### src/rtl/irq_controller.sv
// irq_controller
//   Round-robin interrupt controller in front of the core. Each cycle in SCAN
//   one source (the one under ptr) is examined. An enabled request is latched
//   into PEND, which raises int_o and presents a RISC-V mcause value. The
//   core's end-of-service pulse moves the block into a one-cycle ACK state. ACK
//   pulses the one-hot acknowledge back to the serviced peripheral and then
//   advances ptr past it.
//
// Ports
//   clk_i      system clock, posedge
//   arstn_i    synchronous active-low reset
//   irq_i      level peripheral requests, held until acknowledged
//   mie_i      core mie CSR; bit 16+k enables source k
//   int_rst_i  one-cycle end-of-service pulse from the core (mret)
//   int_o      interrupt request to the core
//   mcause_o   cause of the pending interrupt (valid while int_o=1)
//   irq_ret_o  one-hot acknowledge to the serviced peripheral
module irq_controller #(
    parameter int NUM_IRQ = 16,
    parameter int CNT_W   = 4
) (
    input  logic               clk_i,
    input  logic               arstn_i,
    input  logic [NUM_IRQ-1:0] irq_i,
    input  logic [31:0]        mie_i,
    input  logic               int_rst_i,
    output logic               int_o,
    output logic [31:0]        mcause_o,
    output logic [NUM_IRQ-1:0] irq_ret_o
);

    localparam int PAD = 1 << CNT_W;

    localparam logic [1:0] ST_SCAN = 2'd0;
    localparam logic [1:0] ST_PEND = 2'd1;
    localparam logic [1:0] ST_ACK  = 2'd2;

    localparam logic [CNT_W-1:0] PTR_LAST = CNT_W'(NUM_IRQ - 1);

    logic [1:0]       state;
    logic [CNT_W-1:0] ptr;
    logic [CNT_W-1:0] ptr_inc;
    logic [PAD-1:0]   req_pad;
    logic             hit;

    // Only mie[16 +: NUM_IRQ] matters; the rest of the CSR is deliberately ignored.
    logic unused_mie;
    assign unused_mie = ^mie_i;

    // Masked requests, zero-padded to the full pointer range so ptr can index
    // the vector directly whatever NUM_IRQ is.
    always_comb begin
        req_pad                = '0;
        req_pad[NUM_IRQ-1:0]   = irq_i & mie_i[16 +: NUM_IRQ];
    end

    assign hit     = req_pad[ptr];
    assign ptr_inc = (ptr == PTR_LAST) ? '0 : ptr + CNT_W'(1);

    always_ff @(posedge clk_i) begin
        if (!arstn_i) begin
            state    <= ST_SCAN;
            ptr      <= '0;
            mcause_o <= 32'h0;
        end else begin
            case (state)
                ST_SCAN: begin
                    if (hit) begin
                        state    <= ST_PEND;
                        mcause_o <= 32'h8000_0010 + 32'(ptr);
                    end else begin
                        ptr <= ptr_inc;
                    end
                end
                // Committed: the request cannot be withdrawn, only serviced.
                ST_PEND: begin
                    if (int_rst_i) state <= ST_ACK;
                end
                // Step past the serviced source so it gets lowest priority next.
                ST_ACK: begin
                    state <= ST_SCAN;
                    ptr   <= ptr_inc;
                end
                default: state <= ST_SCAN;
            endcase
        end
    end

    assign int_o = (state == ST_PEND);

    // Per-source acknowledge decode.
    for (genvar k = 0; k < NUM_IRQ; k++) begin : g_ret
        assign irq_ret_o[k] = (state == ST_ACK) && (ptr == CNT_W'(k));
    end

endmodule

### config.mk
export PLATFORM = sky130hd
export DESIGN_NAME = irq_controller
export DESIGN_NICKNAME = d
export VERILOG_FILES = /design/src/rtl/irq_controller.sv
export SDC_FILE = /design/constraint.sdc
export NUM_CORES = 1
export LEC_CHECK = 0
export CORE_MARGIN = 5
export CORE_UTILIZATION = 31
export CTS_CLUSTER_DIAMETER = 80
export DETAILED_ROUTE_END_ITERATION = 12
export PLACE_DENSITY = 0.76
export SYNTH_ARGS = -nofsm -noshare
export SYNTH_HDL_FRONTEND = slang
export SYNTH_SLANG_ARGS = --single-unit
### constraint.sdc
create_clock -name clk_i -period 2.7 [get_ports clk_i]
set_clock_uncertainty 0.2 [all_clocks]
set_input_delay 0.54 -clock clk_i [delete_from_list [all_inputs] [get_ports clk_i]]
set_output_delay 0.54 -clock clk_i [all_outputs]
set_load 0.02 [all_outputs]
==> impl_metrics.toml <==
[outcome]
status = "finished clean"

[drt]
drc = 0
wl_um = 2970
vias = 1079
route.antenna.remaining_nets = 0
drtPass1Iterations = 5
via_per_inst = 4.42
first_iter_violations = 53
post_drt_wl_per_cell_um = 12.2

[timing]
finalCritPeriodShare_pct = 95.4
rsz0062_at_grt = "false"
max_freq_ghz = 0.388
hold_viol = 0
setup_viol = 0
setup_slack_ns = 0.124
fin_crit_ns = 2.58
final-max-slew-violation-count = 0

[synthesis]
synthCells = 138
ys_seq_elements = 11
synthSimpleGateAreaFrac_pct = 31.6
synth_area_per_cell_um2 = 8.05
async_reset_ff_share_pct = 0
muxShareOfSynthArea_pct = 8.33
ys.flop_type = "dfxtp_1"
yosys-top-cells-area = "dfxtp_1 20%, buf_4 18%, and2_1 7.3%"
synth_top_area_share_pct = 19.8
yosys.area_share.xor_xnor_pct = 0
synthAdderAreaFrac_pct = 4.50
synth-compound-area-share_pct = 11.8
synth_top_family_by_area = "simple AND/OR/NAND/NOR gates"
synth_enable_flop_cells = 0
yosys_warnings = 0
synth.cell_area_um2 = 1110
seq_area_frac_synth_pct = 19.8
ys_types = 41
yosys.area.top_type = "dfxtp_1"

[floorplanning]
row_count = 21
die_height_um = 69.9
io_pins = 100
initial_utilization_pct = 32.5
core_region_area_um2 = 3420
die_x_um = 69.9
fp.dieArea_um2 = 4880

[critical_path]
worstPathCellList = "buf_4 -> ha_1 -> and2_1 -> clkdlybuf4s50_1"
critPathMaxStageDelay_ns = 0.60
cp.arrival_ns = 1.84
cp-start-kind = "register"
path_buf_inv = 2
cp-end-kind = "output port"
crit_type = "reg2out"
path_delay_family = "buffers and inverters"
worst_path_max_delay_cell = "clkdlybuf4s50_1"
required_ns = 1.96
crit_path_max_fanout = 7

[hold_path]
worstHoldPathType = "reg2reg"

[cells_and_area]
antenna-diode-count = 0
drive_above_1_share_pct = 10.6
area_growth_pct = 52.5
fin_area_um2 = 1690
nets = 254

[power_and_ir_drop]
peakVddDrop_v = 0.000377
p_leak_nw = 0.779
p_per_area_nw_per_um2 = 535

[cts]
clkSlewWorstSetupHoldPaths_ns = 0.07
hold_buffers = 0
clk_latency_ns = 0.27
cts_tree = "yes"
cts_buffer_depth = 2
clock-sinks = 11
cts_resized = 2
root_buffer = "clkbuf_4"
numCtsBuffers = 3
postCtsSetupRepairBufs = 0
htree_levels = 1

[global_routing]
grt_start_max_net_pins = 16
grt_overflow = 0
grt_pass1_wl_um = 4860
track_usage_pct = 11.7
antenna_found_initial = 0
grt_pass1_vias = 1115

[job]
maxCapViolCount = 0

[placement]
place_area_um2 = 1640
port_buffers = 57
place_hpwl_um = 2460
place.gp.congestion = 0.848
dp_slack_ns = -0.0870
## report_power, final
| part | leakage, nW | internal, mW | switching [mW] | total (mW) |
|---|---|---|---|---|
| Clock | 0.0150 | 0.0572 | 0.0528 | 0.110 |
| Combinational | 0.673 | 0.273 | 0.265 | 0.538 |
| Sequential | 0.0908 | 0.204 | 0.0547 | 0.258 |
## worst register-to-register path: stages (launching register included)
cell      delay, ns
dfxtp_1        0.38
buf_4          0.20
or3b_2         0.48
a211oi_1       0.20
nor4_1         0.13
and4_1         0.18
buf_4          0.16
o221a_1        0.26
## per-layer routing
metal / global-route usage [%] / part of all wire (%)
met4: 1.28 / 0
met5: 0 / 0
met1: 13.2 / 43
met2: 21.3 / 49
met3: 4.59 / 8.7
## path summary, 6_finish.rpt
path	end	from	cells after the start	slack, ns
setup / recovery	irq_ret_o[10]	ptr[1]	4	0.12
setup reg to reg	ptr[3]	ptr[0]	7	0.40
hold reg to reg	mcause_o[2]	mcause_o[2]	2	0.27
hold / removal	mcause_o[2]	mcause_o[2]	2	0.27
## sequential cells by signal, summed over array words and instances (netlist names)
name	count
mcause_o	5
ptr	4
state	2
## cell usage after synthesis (all sizes together), types with 2 or more instances
cell and n:
nand2b 2, mux2i 7, nor4 2, nand3b 2, buf 31, o22ai 2
ha 4, nor2 5, o21a 2, inv 4, nand4b 2, dfxtp 11
a21oi 3, and4 2, nand2 15, a211oi 4, and3 2, nor3 4
and2 13, and3b 4, clkbuf 2
## kinds of logic after synthesis
family                     count (synthesis)
AOI/OAI and AO/OA                         18
other                                      1
DFF                                       11
muxes                                      8
buffers and inverters                     37
adders and majority gates                  4
and+or+nand+nor                           59
## cell type report
type / count / area, um2
fillers: 341 / 1720
multi-input cells: 115 / 733
repair buffers: 64 / 634
flip-flops and latches: 11 / 223
well taps: 46 / 57.6
clock buffers: 4 / 26.3
inverters: 4 / 20.0
## cell usage in the layout, fill, tap and decap left out, drive strengths merged, types with 3 or more instances in the layout
master,n
inv,4
a21oi,3
clkdlybuf4s50,51
nor3,4
conb,26
and3b,4
buf,7
a211oi,4
and2,13
ha,4
clkbuf,4
mux2i,7
dfxtp,11
nor2,5
dlymetal6s2s,5
nand2,15
## per-stage QoR
step	power [mW]	instances	utilization [%]	hold slack, ns	setup TNS (ns)
floorplan	0.647	163	-	0.333	0
global placement	0.787	240	48.1	0.250	-0.645
detailed placement	0.793	240	48.1	0.251	-0.482
CTS	0.912	244	48.9	0.268	0
global route	0.977	244	49.6	0.288	0
finish	0.906	244	49.6	0.266	0
Note: power is estimated with default switching activity, not from simulation.
